## src/rtl/carry_select_adder_pkg.sv

```systemverilog
// Shared helpers for the carry-select adder.
package carry_select_adder_pkg;

  // Number of carry-select blocks needed to cover w bits with b-bit blocks.
  function automatic int calc_nblk(input int w, input int b);
    return (w + b - 1) / b;
  endfunction

endpackage

```

## src/rtl/carry_select_adder_ripple_carry_block.sv

```systemverilog
// N-bit ripple-carry adder built from a chain of full adders.
module ripple_carry_block #(
  parameter int N = 2
) (
  input  logic [N-1:0] a,
  input  logic [N-1:0] b,
  input  logic         ci,
  output logic [N-1:0] s,
  output logic         co
);

  logic [N:0] cc;

  assign cc[0] = ci;

  for (genvar i = 0; i < N; i++) begin : g_fa
    assign s[i]    = a[i] ^ b[i] ^ cc[i];
    assign cc[i+1] = (a[i] & b[i]) | (cc[i] & (a[i] ^ b[i]));
  end

  assign co = cc[N];

endmodule

```

## src/rtl/carry_select_adder.sv

```systemverilog
// Registered carry-select adder: {cout,sum} = a + b + cin, one cycle latency.
// Block 0 ripples from cin; each later block precomputes both carry-in cases
// and the incoming block carry picks one.
module carry_select_adder
  import carry_select_adder_pkg::*;
#(
  parameter int WIDTH = 4,
  parameter int BLOCK = 2
) (
  input  logic             clk,
  input  logic             rst,
  input  logic [WIDTH-1:0] a,
  input  logic [WIDTH-1:0] b,
  input  logic             cin,
  output logic [WIDTH-1:0] sum,
  output logic             cout
);

  localparam int NBLK = calc_nblk(WIDTH, BLOCK);

  // c[k] is the carry into block k; c[NBLK] is the final carry out.
  logic [NBLK:0]    c;
  logic [WIDTH-1:0] sum_d;
  logic             cout_d;
  logic [WIDTH-1:0] sum_q;
  logic             cout_q;

  assign c[0] = cin;

  for (genvar k = 0; k < NBLK; k++) begin : g_blk
    localparam int LO = k * BLOCK;
    // Final block is narrower when BLOCK does not divide WIDTH.
    localparam int BW = ((WIDTH - LO) < BLOCK) ? (WIDTH - LO) : BLOCK;

    if (k == 0) begin : g_first
      logic [BW-1:0] s0;
      logic          co0;

      ripple_carry_block #(.N(BW)) u_rc (
        .a  (a[LO +: BW]),
        .b  (b[LO +: BW]),
        .ci (c[0]),
        .s  (s0),
        .co (co0)
      );

      assign sum_d[LO +: BW] = s0;
      assign c[1]            = co0;
    end else begin : g_sel
      logic [BW-1:0] s_c0, s_c1;
      logic          co_c0, co_c1;

      ripple_carry_block #(.N(BW)) u_rc0 (
        .a  (a[LO +: BW]),
        .b  (b[LO +: BW]),
        .ci (1'b0),
        .s  (s_c0),
        .co (co_c0)
      );

      ripple_carry_block #(.N(BW)) u_rc1 (
        .a  (a[LO +: BW]),
        .b  (b[LO +: BW]),
        .ci (1'b1),
        .s  (s_c1),
        .co (co_c1)
      );

      // Previous block's carry selects both sum bits and carry out.
      assign sum_d[LO +: BW] = c[k] ? s_c1  : s_c0;
      assign c[k+1]          = c[k] ? co_c1 : co_c0;
    end
  end

  assign cout_d = c[NBLK];

  // Output register; reset clears the result and wins over any input.
  always_ff @(posedge clk) begin
    if (rst) begin
      sum_q  <= '0;
      cout_q <= 1'b0;
    end else begin
      sum_q  <= sum_d;
      cout_q <= cout_d;
    end
  end

  assign sum  = sum_q;
  assign cout = cout_q;

endmodule

```

## config.mk

```make
export PLATFORM = sky130hd
export DESIGN_NAME = carry_select_adder
export DESIGN_NICKNAME = d
export VERILOG_FILES = /design/src/rtl/carry_select_adder_pkg.sv /design/src/rtl/carry_select_adder_ripple_carry_block.sv /design/src/rtl/carry_select_adder.sv
export SDC_FILE = /design/constraint.sdc
export NUM_CORES = 1
export LEC_CHECK = 0
export ABC_AREA = 1
export BUFFER_PORTS_ARGS = -buffer_cell sky130_fd_sc_hd__buf_2
export CAP_MARGIN = 20
export CELL_PAD_IN_SITES_DETAIL_PLACEMENT = 1
export CELL_PAD_IN_SITES_GLOBAL_PLACEMENT = 2
export CORE_MARGIN = 3
export CORE_UTILIZATION = 20
export DETAILED_ROUTE_END_ITERATION = 7
export HOLD_SLACK_MARGIN = 0.06
export PLACE_DENSITY = 0.71
export SETUP_SLACK_MARGIN = 0.4
export SLEW_MARGIN = 5
export SYNTH_ARGS = -nofsm -noshare
export SYNTH_HDL_FRONTEND = slang
export SYNTH_HIERARCHICAL = 1
export SYNTH_SLANG_ARGS = --single-unit
```

## constraint.sdc

```tcl
create_clock -name clk -period 1.6 [get_ports clk]
set_input_delay 0.4 -clock clk [delete_from_list [all_inputs] [get_ports clk]]
set_output_delay 0.4 -clock clk [all_outputs]
set_load 0.05 [all_outputs]
```

== After elaboration in Yosys (flattened, before gate mapping) ==
Index checks and enable logic that the tools add are counted.

* Mux-type cells: 2
* Bitwise gates (word level): 22

{| class="wikitable"
|+ Operator list
! kind !! number
|-
| $and A1 B1 Y1 || 8
|-
| $xor A1 B1 Y1 || 8
|-
| $or A1 B1 Y1 || 5
|-
| $mux W2 || 1
|-
| $mux W1 || 1
|-
| $not A1 Y1 || 1
|}

* Register bits: 5
* Bits of input ports: 11
* Output and inout port bits: 5
* Word-level logic and storage cells: 26

== Depth between registers and ports, before layout ==
Gate-level depths: netlist of run 1.

* Depth in word-level cells: 6
* Mapped depth: 8
* Gate-level depth less buffers: 8

== By module ==
Netlist of run 1, hierarchy kept.

{| class="wikitable"
|+ Modules (own cells, without submodules)
! module !! times used !! cells each !! area each (µm²) !! seq. area each (µm²)
|-
| ripple_carry_block || 3 || 10 || 70.1 || 0.0
|-
| carry_select_adder || 1 || 27 || 182.7 || 100.1
|}

== Worst setup path after synthesis of run 1 ==
OpenSTA, ideal clock, no wires.

* Path kind: input to register
* Start: input a[2]
* End: register sum_q[3], in the netlist sum[3]
* Library setup time: 0.113 ns
* Arrival time: 1.519 ns
* Data required time: 1.487 ns
* Path slack: -0.032 ns
* Stages: 8
* Buffers on the path: 0
* Cells stage by stage: inv_1 -> fa_1 -> fa_1 -> inv_1 -> inv_1 -> nand2_1 -> nand2_1 -> nor2_1

* Cells in the longest elaborated chain, start to end: 4
* Elaborated cells between the ends (all ways): 6
* Those cells by class: 1 x mux; 5 x bitwise

{| class="wikitable"
|+ RTL lines
! item !! line !! text
|-
| from (decl) || carry_select_adder.sv:12 || <nowiki>input logic [WIDTH-1:0] a,</nowiki>
|-
| $and A1 B1 Y1 or $xor A1 B1 Y1 (tied branches) || carry_select_adder_ripple_carry_block.sv:18 || <nowiki>assign cc[i+1] = (a[i] & b[i]) | (cc[i] & (a[i] ^ b[i]));</nowiki>
|-
| $or A1 B1 Y1 (*) || carry_select_adder_ripple_carry_block.sv:18 ||
|-
| $xor A1 B1 Y1 (*) || carry_select_adder_ripple_carry_block.sv:17 || <nowiki>assign s[i] = a[i] ^ b[i] ^ cc[i];</nowiki>
|-
| net g_blk[1].g_sel.s_c1[1] || carry_select_adder.sv:50 || <nowiki>logic [BW-1:0] s_c0, s_c1;</nowiki>
|-
| $mux W2 (*) || carry_select_adder.sv:70 || <nowiki>assign sum_d[LO +: BW] = c[k] ? s_c1 : s_c0;</nowiki>
|-
| to (signal assigned) || carry_select_adder.sv:83 || <nowiki>sum_q <= sum_d;</nowiki>
|-
| to (decl) || carry_select_adder.sv:25 || <nowiki>logic [WIDTH-1:0] sum_q;</nowiki>
|}

Mark *: on every way through the listed nets, which the timed path passes. The rest lies on a longest branch.
A chain may end at the register's enable or synchronous reset.

== Worst setup path in the final report of run 1 ==
* Start: input b[2]
* End: register sum_q[3], in the netlist sum[3]

* Cells in the longest elaborated chain, start to end: 4
* Elaborated cells between the ends (all ways): 6
* Those cells by class: 1 x mux; 5 x bitwise

{| class="wikitable"
|+ RTL lines
! item !! line !! text
|-
| from (decl) || carry_select_adder.sv:13 || <nowiki>input logic [WIDTH-1:0] b,</nowiki>
|-
| $and A1 B1 Y1 or $xor A1 B1 Y1 (tied branches) || carry_select_adder_ripple_carry_block.sv:18 ||
|-
| $or A1 B1 Y1 (*) || carry_select_adder_ripple_carry_block.sv:18 ||
|-
| $xor A1 B1 Y1 (*) || carry_select_adder_ripple_carry_block.sv:17 ||
|-
| net g_blk[1].g_sel.s_c1[1] || carry_select_adder.sv:50 ||
|-
| $mux W2 (*) || carry_select_adder.sv:70 ||
|}

Marked as above.

==> flow_summary.json, run 1 <==
{
  "die_x_um": 50.3,
  "synth.area.top_cells": "fa_1, inv_1, dfxtp_1",
  "drv_slew": 0,
  "synth_edf_count": 0,
  "place_hpwl_um": 637,
  "cp-end-kind": "flip-flop",
  "crit_type": "primary input to flip-flop",
  "async_reset_ff_share_pct": 0,
  "netlist_area_um2": 393,
  "fin_util_pct": 33.1,
  "port_buffers": 15,
  "max_freq_ghz": 0.714,
  "grt_overflow": 0,
  "ioPinCount": 16,
  "vias_per_cell": 3.36,
  "nets": 94,
  "crit_fanout": 2,
  "route.detailed.drc": 0,
  "drtPass1Iterations": 1,
  "cts_tree": "built",
  "p_leak_nw": 0.364,
  "post-place-ws_ns": -0.115,
  "synth_top_area_share_pct": 30.6,
  "setup_viol": 0,
  "grtUsageMet1_pct": 6.87,
  "synthFlopType": "dfxtp_1",
  "drtIter0Drc": 0,
  "grt_max_degree": 7,
  "synth.most_common_cell": "inv_1",
  "critPathMaxStageDelay_ns": 0.48,
  "die_h_um": 50.3,
  "rsz0062_at_grt": "true",
  "use_met2_pct": 11.3,
  "post_cts_buffers": 0,
  "h-tree-depth": 1,
  "grt.total_usage_pct": 7.18,
  "outcome": "finished clean",
  "numCtsBuffers": 3,
  "drive_gt1_share_pct": 40.8,
  "yosys_warnings": 6,
  "antenna_found_initial": 0,
  "start_kind": "primary input",
  "vias": 339,
  "worstPathArrival_ns": 1.53,
  "ctsLongestPathBuffers": 2,
  "cts.sinks": 5,
  "cts.reportedPaths.clkPinSlew_ns": 0.04,
  "root_buffer": "clkbuf_4",
  "slowest_stage": "fa_1",
  "whs_ns": 0.346,
  "syn_avg_cell_area_um2": 6.89,
  "wl_per_cell_um": 7.29,
  "hp-class": "primary input to flip-flop",
  "ys_seq_area_share_pct": 25.5,
  "syn_nets": 74,
  "powerDensity_nw_per_um2": 806,
  "finalSetupTns_ns": 0,
  "postPlaceCellArea_um2": 517,
  "grt_pass1_wl_um": 1280,
  "fp-row-count": 15,
  "area_delta_synth_final_pct": 50.0,
  "maxCapViolations": 0,
  "globalplace.congestion": 0.607,
  "synth.distinct_cells": 6,
  "cp_data_required_time_ns": 1.73,
  "top_usage_layer": "met2",
  "fin_crit_sh_pct": 87.5,
  "hold_viol": 0,
  "drt-total-wl_um": 736,
  "initial_utilization_pct": 22.0,
  "antenna_cells": 0,
  "detail-route-antenna-nets": 0,
  "synth_commonest_cells": "inv_1, nor2_1, fa_1, nand2_1, dfxtp_1",
  "synth_top_area_cell": "fa_1",
  "synth_seq_cells": 5,
  "hold_depth": 2,
  "setup_slack_ns": 0.200,
  "syn_inst": 57,
  "crit_chain": "buf_6 -> inv_2 -> fa_2 -> fa_1 -> inv_1 -> inv_1 -> nand2_1 -> nand2_1 -> nor2_1",
  "max-vdd-ir-drop_mv": 0.274,
  "dieArea_um2": 2530,
  "fin_crit_ns": 1.40,
  "grtUsageMet3_pct": 5.04,
  "hold_buffers": 0,
  "finalInstanceArea_um2": 589,
  "core_area_um2": 1780,
  "grt_pass1_vias": 326
}
[cell usage in the layout, fill, tap and decap left out]
master	instances
inv_2	6
nand2_1	6
clkbuf_4	3
buf_6	3
clkbuf_1	1
buf_2	6
fa_2	4
nor2_2	1
inv_1	22
dfxtp_1	5
buf_8	1
buf_4	5
inv_4	1
fa_1	2
nor2_1	7
conb_1	2
inv_8	1
[stage by stage]
step / cells / power, mW
final: 101 / 0.475
after global routing: 101 / 0.531
after CTS: 101 / 0.482
after detailed placement: 97 / 0.313
after global placement: 97 / 0.310
after floorplan: 57 / 0.269
[where the power goes]
part	leakage [nW]	switching [mW]	internal, mW	total, mW
sequential	0.0417	0.00375	0.140	0.144
clock	0.0150	0.0504	0.0942	0.145
combinational	0.307	0.116	0.0710	0.187
total	0.364	0.170	0.305	0.475
[area by class of cell]
class	count	area, um^2
inverters	30	123
clock buffers	4	26.3
flip-flops and latches	5	100
repair buffers	15	116
fillers	232	1190
multi-input cells	22	193
well taps	25	31.3
[layer usage]
metal | share of wire (%) | routed length, um
met1 | 37 | 271
met2 | 49 | 360
met3 | 14 | 104
met4 | 0 | 0
met5 | 0 | 0
[what timing repair did]
item / CTS / global route
hold endpoints to repair: 0 / 0
gates resized for setup: 12 / 6
setup endpoints to repair: 9 / 4
pin swaps: 5 / 5
[path summary, 6_finish.rpt]
path  start  endpoint  slack (ns)
min     rst    sum[1]        0.35
max    b[2]    sum[3]        0.20
[logic make-up after synthesis]
logic type	synth area share (%)
buf+inv	28.7
simple gates	13.4
fa+ha+maj	30.6
flops	25.5
other cells	1.91
[registers in the layout, summed over array words and instances (netlist names)]
register,cells
cout,1
sum,4
[critical path: cells and delay by family]
| family | cells | cell delay [ns] |
|---|---|---|
| buf+inv | 4 | 0.18 |
| simple gates | 3 | 0.12 |
| fa+ha+maj | 2 | 0.83 |
Note: power is estimated with default switching activity, not from simulation.
==> run 2: changes to the inputs <==
BUFFER_PORTS_ARGS = -buffer_cell sky130_fd_sc_hd__buf_4   (was -buffer_cell sky130_fd_sc_hd__buf_2)
==> run 2 against run 1 <==
Wire length is 2.9% lower. Maximum frequency is 1.7% lower. Flip-flop and latch count stayed put. First-iteration DRC count is 1 higher. Final area is 1.3% higher. Die area stayed put. Count of clock-buffer cells in the layout stayed put. Non-clock buffer count stayed put. Critical path depth stayed put. Largest power group unchanged. Highest routed layer is now met4.
==> flow_summary.json, run 2 (synthesis gave the netlist of run 1 again) <==
{
  "numCtsBuffers": 3,
  "critical_path.top_delay_family": "adder cells",
  "die_h_um": 50.3,
  "grt.total_usage_pct": 6.64,
  "cts.reportedPaths.clkPinSlew_ns": 0.04,
  "detail-route-antenna-nets": 0,
  "ctsLongestPathBuffers": 2,
  "finalPower_mw": 0.484,
  "cp-end-kind": "flip-flop",
  "final_common_cell": "inv_1",
  "worstPathArrival_ns": 1.56,
  "drtPass1Iterations": 5,
  "drv_slew": 0,
  "initial_utilization_pct": 22.0,
  "p_leak_nw": 0.369,
  "h-tree-depth": 1,
  "cp_num_buf_inv": 4,
  "drive_gt1_share_pct": 38.2,
  "area_delta_synth_final_pct": 51.9,
  "max_freq_ghz": 0.702,
  "drtIter0Drc": 1,
  "globalplace.congestion": 0.606,
  "hold_depth": 2,
  "ioPinCount": 16,
  "start_kind": "primary input",
  "wl_per_cell_um": 7.08,
  "fp-row-count": 15,
  "core_area_um2": 1780,
  "drt-total-wl_um": 715,
  "grt_overflow": 0,
  "path_depth": 9,
  "crit_fanout": 2,
  "largest_reg_flops": 4,
  "dpl.cell_count": 97,
  "nets": 94,
  "powerDensity_nw_per_um2": 810,
  "grt_pass1_vias": 317,
  "critPathMaxStageDelay_ns": 0.48,
  "max-vdd-ir-drop_mv": 0.275,
  "outcome": "finished clean",
  "setup_viol": 0,
  "rsz0062_at_grt": "true",
  "cts_tree": "built",
  "worstHoldEndpoint": "sum[1]",
  "fin_cells": 101,
  "fin_crit_ns": 1.42,
  "grt_max_degree": 7,
  "route.detailed.drc": 0,
  "crit_type": "primary input to flip-flop",
  "antenna_cells": 0,
  "fin_util_pct": 33.5,
  "crit_chain": "buf_4 -> inv_1 -> fa_2 -> fa_1 -> inv_1 -> inv_1 -> nand2_1 -> nand2_1 -> nor2_1",
  "hold_buffers": 0,
  "fin_crit_sh_pct": 89.0,
  "final_cell_mix": "inv_1, buf_4, nor2_1",
  "vias": 339,
  "hold_viol": 0,
  "dieArea_um2": 2530,
  "die_x_um": 50.3,
  "finalSetupTns_ns": 0,
  "vias_per_cell": 3.36,
  "root_buffer": "clkbuf_4",
  "cts.sinks": 5,
  "antenna_found_initial": 0,
  "cp_common_cell": "inv_1",
  "maxCapViolations": 0,
  "fillerInstances": 239,
  "slowest_stage": "fa_1",
  "grt_pass1_wl_um": 1240,
  "hp-class": "primary input to flip-flop",
  "cp_data_required_time_ns": 1.74,
  "min_from": "rst",
  "place_hpwl_um": 650,
  "port_buffers": 15
}
-- run 2: what timing repair did --
| action | 4_1_cts | 5_1_grt |
|---|---|---|
| hold endpoints to repair | 0 | 0 |
| setup buffers | 0 | 0 |
| pin swaps | 4 | 2 |
| setup endpoints to repair | 4 | 4 |
| gates resized for setup | 2 | 6 |
-- run 2: final cells by class --
type	instances	area [um^2]	share of cell area, %
inverter	30	123	20.5
multi-input combinational	22	193	32.3
sequential	5	100	16.8
clock buffer	4	26.3	4.40
timing repair buffer	15	124	20.8
tap	25	31.3	5.24
-- run 2: worst max path at each step --
stage | start | endpoint | slack [ns]
global placement | a[2] | sum[3] | -0.1
CTS | b[2] | sum[3] | 0.17
global route | b[2] | sum[3] | 0.11
finish | b[2] | sum[3] | 0.18
floorplan | b[2] | sum[3] | 0.05
detailed placement | a[2] | sum[3] | -0.10
-- run 2: per-stage QoR --
stage | setup WS (ns) | instance area (um^2) | hold WS (ns)
after global routing | 0.112 | 597 | 0.326
after CTS | 0.172 | 584 | 0.316
after detailed placement | -0.103 | 554 | 0.588
after floorplan | 0.0513 | 410 | 0.471
after global placement | -0.0998 | 554 | 0.582
final | 0.176 | 597 | 0.326
-- run 2: report_power, final --
group | total [mW] | switching (mW) | internal, mW
logic | 0.188 | 0.115 | 0.0734
clock network | 0.152 | 0.0576 | 0.0946
registers | 0.143 | 0.00349 | 0.140
-- run 2: layer usage --
layer,track usage (%),wire (um),part of all wire (%),vias up
li1,-,-,-,174
met1,6.55,280,39,145
met2,11.1,332,46,17
met3,2.37,73,10,3
met4,5.38,28,3.9,0
met5,0,0,0,-
==> run 3: changes to the inputs <==
CORE_UTILIZATION = 22   (was 20)
CTS_BUF_LIST = sky130_fd_sc_hd__clkbuf_8   (was default)
PLACE_DENSITY = 0.77   (was 0.71)
==> run 3 against run 2 <==
Maximum frequency is 4.7% lower. Hold slack better by 0.022 ns. Power is 15% higher. Flip-flop and latch count stayed put. Sequential power hardly changed. Clock power is 48% higher. Final cell count is 0.99% lower. Critical path depth stayed put. Die area is 8.0% lower. Critical path type unchanged. Critical endpoint unchanged.
==> flow_summary.json, run 3 (synthesis gave the netlist of run 1 again) <==
{
  "final_cell_mix": "inv_1, buf_4, nor2_1",
  "core_area_um2": 1590,
  "crit_chain": "buf_4 -> inv_2 -> fa_2 -> fa_2 -> inv_1 -> inv_1 -> nand2_1 -> nand2_1 -> nor2_1",
  "ioPinCount": 16,
  "fin_cells": 100,
  "initial_utilization_pct": 24.6,
  "root_buffer": "clkbuf_8",
  "grt_overflow": 0,
  "slowest_stage": "fa_2",
  "outcome": "finished clean",
  "clkPwrFrac_pct": 40.5,
  "cts.sinks": 5,
  "port_buffers": 15,
  "largest_reg_flops": 4,
  "cts.reportedPaths.clkPinSlew_ns": 0.04,
  "antenna_cells": 0,
  "place_hpwl_um": 624,
  "finalSetupTns_ns": 0,
  "intPower_mw": 0.376,
  "powerDensity_nw_per_um2": 923,
  "critPathMaxStageDelay_ns": 0.53,
  "max_freq_ghz": 0.669,
  "pwr-share-comb_pct": 33.7,
  "antenna_found_initial": 0,
  "grt_pass1_vias": 324,
  "rsz0062_at_grt": "true",
  "p_sw_mw": 0.180,
  "fin_crit_sh_pct": 93.4,
  "max-vdd-ir-drop_mv": 0.284,
  "crit_fanout": 2,
  "setup_viol": 0,
  "drtPass1Iterations": 1,
  "swShare_pct": 32.4,
  "worstPathArrival_ns": 1.60,
  "globalplace.congestion": 0.595,
  "dieArea_um2": 2330,
  "drtIter0Drc": 0,
  "numCtsBuffers": 3,
  "area_delta_synth_final_pct": 53.5,
  "hp-class": "primary input to flip-flop",
  "grt_max_degree": 7,
  "cp_data_required_time_ns": 1.71,
  "wl_per_cell_um": 7.08,
  "cp-end-kind": "flip-flop",
  "post_cts_buffers": 0,
  "route.detailed.drc": 0,
  "maxCapViolations": 0,
  "detail-route-antenna-nets": 0,
  "cts_tree": "built",
  "drive_gt1_share_pct": 40.8,
  "finalPower_mw": 0.557,
  "grt_pass1_wl_um": 1150,
  "ctsLongestPathBuffers": 2,
  "die_h_um": 48.3,
  "die_x_um": 48.3,
  "crit_type": "primary input to flip-flop",
  "fp-row-count": 14,
  "drv_slew": 0,
  "dpl.cell_count": 96,
  "hold_viol": 0,
  "grt.total_usage_pct": 7.66,
  "vias_per_cell": 3.37,
  "start_kind": "primary input",
  "drt-total-wl_um": 708,
  "vias": 337,
  "fin_crit_ns": 1.49,
  "nets": 94,
  "h-tree-depth": 1,
  "pwr-share-seq_pct": 25.8,
  "whs_ns": 0.348,
  "final_common_cell": "inv_1",
  "p_leak_nw": 0.373,
  "hold_depth": 2
}
run 3: cell count changes in the layout (fill, tap and decap cells not counted), moves of 2 or more:
cell / before / now
clkbuf_4: 3 / 0
inv_2: 4 / 6
clkbuf_8: 0 / 3
buf_4: 13 / 15
run 3: through the flow:
step	setup WS (ns)	util [%]	instance area [um^2]
6_report	0.106	37.8	603
5_1_grt	0.0597	37.8	603
4_1_cts	0.115	37.5	598
3_5_place_dp	-0.104	34.7	553
3_3_place_gp	-0.0904	34.7	553
2_1_floorplan	0.0513	-	410
run 3: critical path: cells and delay by family:
family                   cells  cell delay [ns]
AND/OR/NAND/NOR              3             0.13
adder cells (fa/ha/maj)      2             0.88
buffers and inverters        4             0.20
run 3: path summary, 6_finish.rpt:
| kind | start | end | slack, ns |
|---|---|---|---|
| hold / removal | rst | sum[1] | 0.35 |
| setup / recovery | b[2] | sum[3] | 0.11 |
run 3: what timing repair did:
action / CTS / global route
resized for setup: 3 / 4
setup endpoints to repair: 4 / 4
endpoints found under the hold margin: 0 / 0
hold buffers: 0 / 0
pin swaps: 2 / 1
run 3: metal layers:
layer | up-vias | part of all wire (%) | GRT usage (%)
met2 | 16 | 50 | 14.3
met4 | 0 | 3.0 | 6.45
li1 | 175 | - | -
met1 | 143 | 35 | 5.76
met5 | - | 0 | 0
met3 | 3 | 12 | 3.32
run 3: power by group through the flow:
stage	Combinational (mW)	Clock (mW)	Sequential (mW)
global placement	0.179	0	0.146
CTS	0.189	0.233	0.144
finish	0.188	0.225	0.144
floorplan	0.0704	0	0.198
detailed placement	0.185	0	0.146
global route	0.212	0.243	0.145
run 3: area by class of cell:
| type | instances | area (um^2) |
|---|---|---|
| fillers | 203 | 991 |
| inverters | 30 | 123 |
| well taps | 24 | 30.0 |
| flip-flops and latches | 5 | 100 |
| repair buffers | 15 | 113 |
| clock inverters | 1 | 3.75 |
| multi-input cells | 22 | 193 |
| clock buffers | 3 | 41.3 |
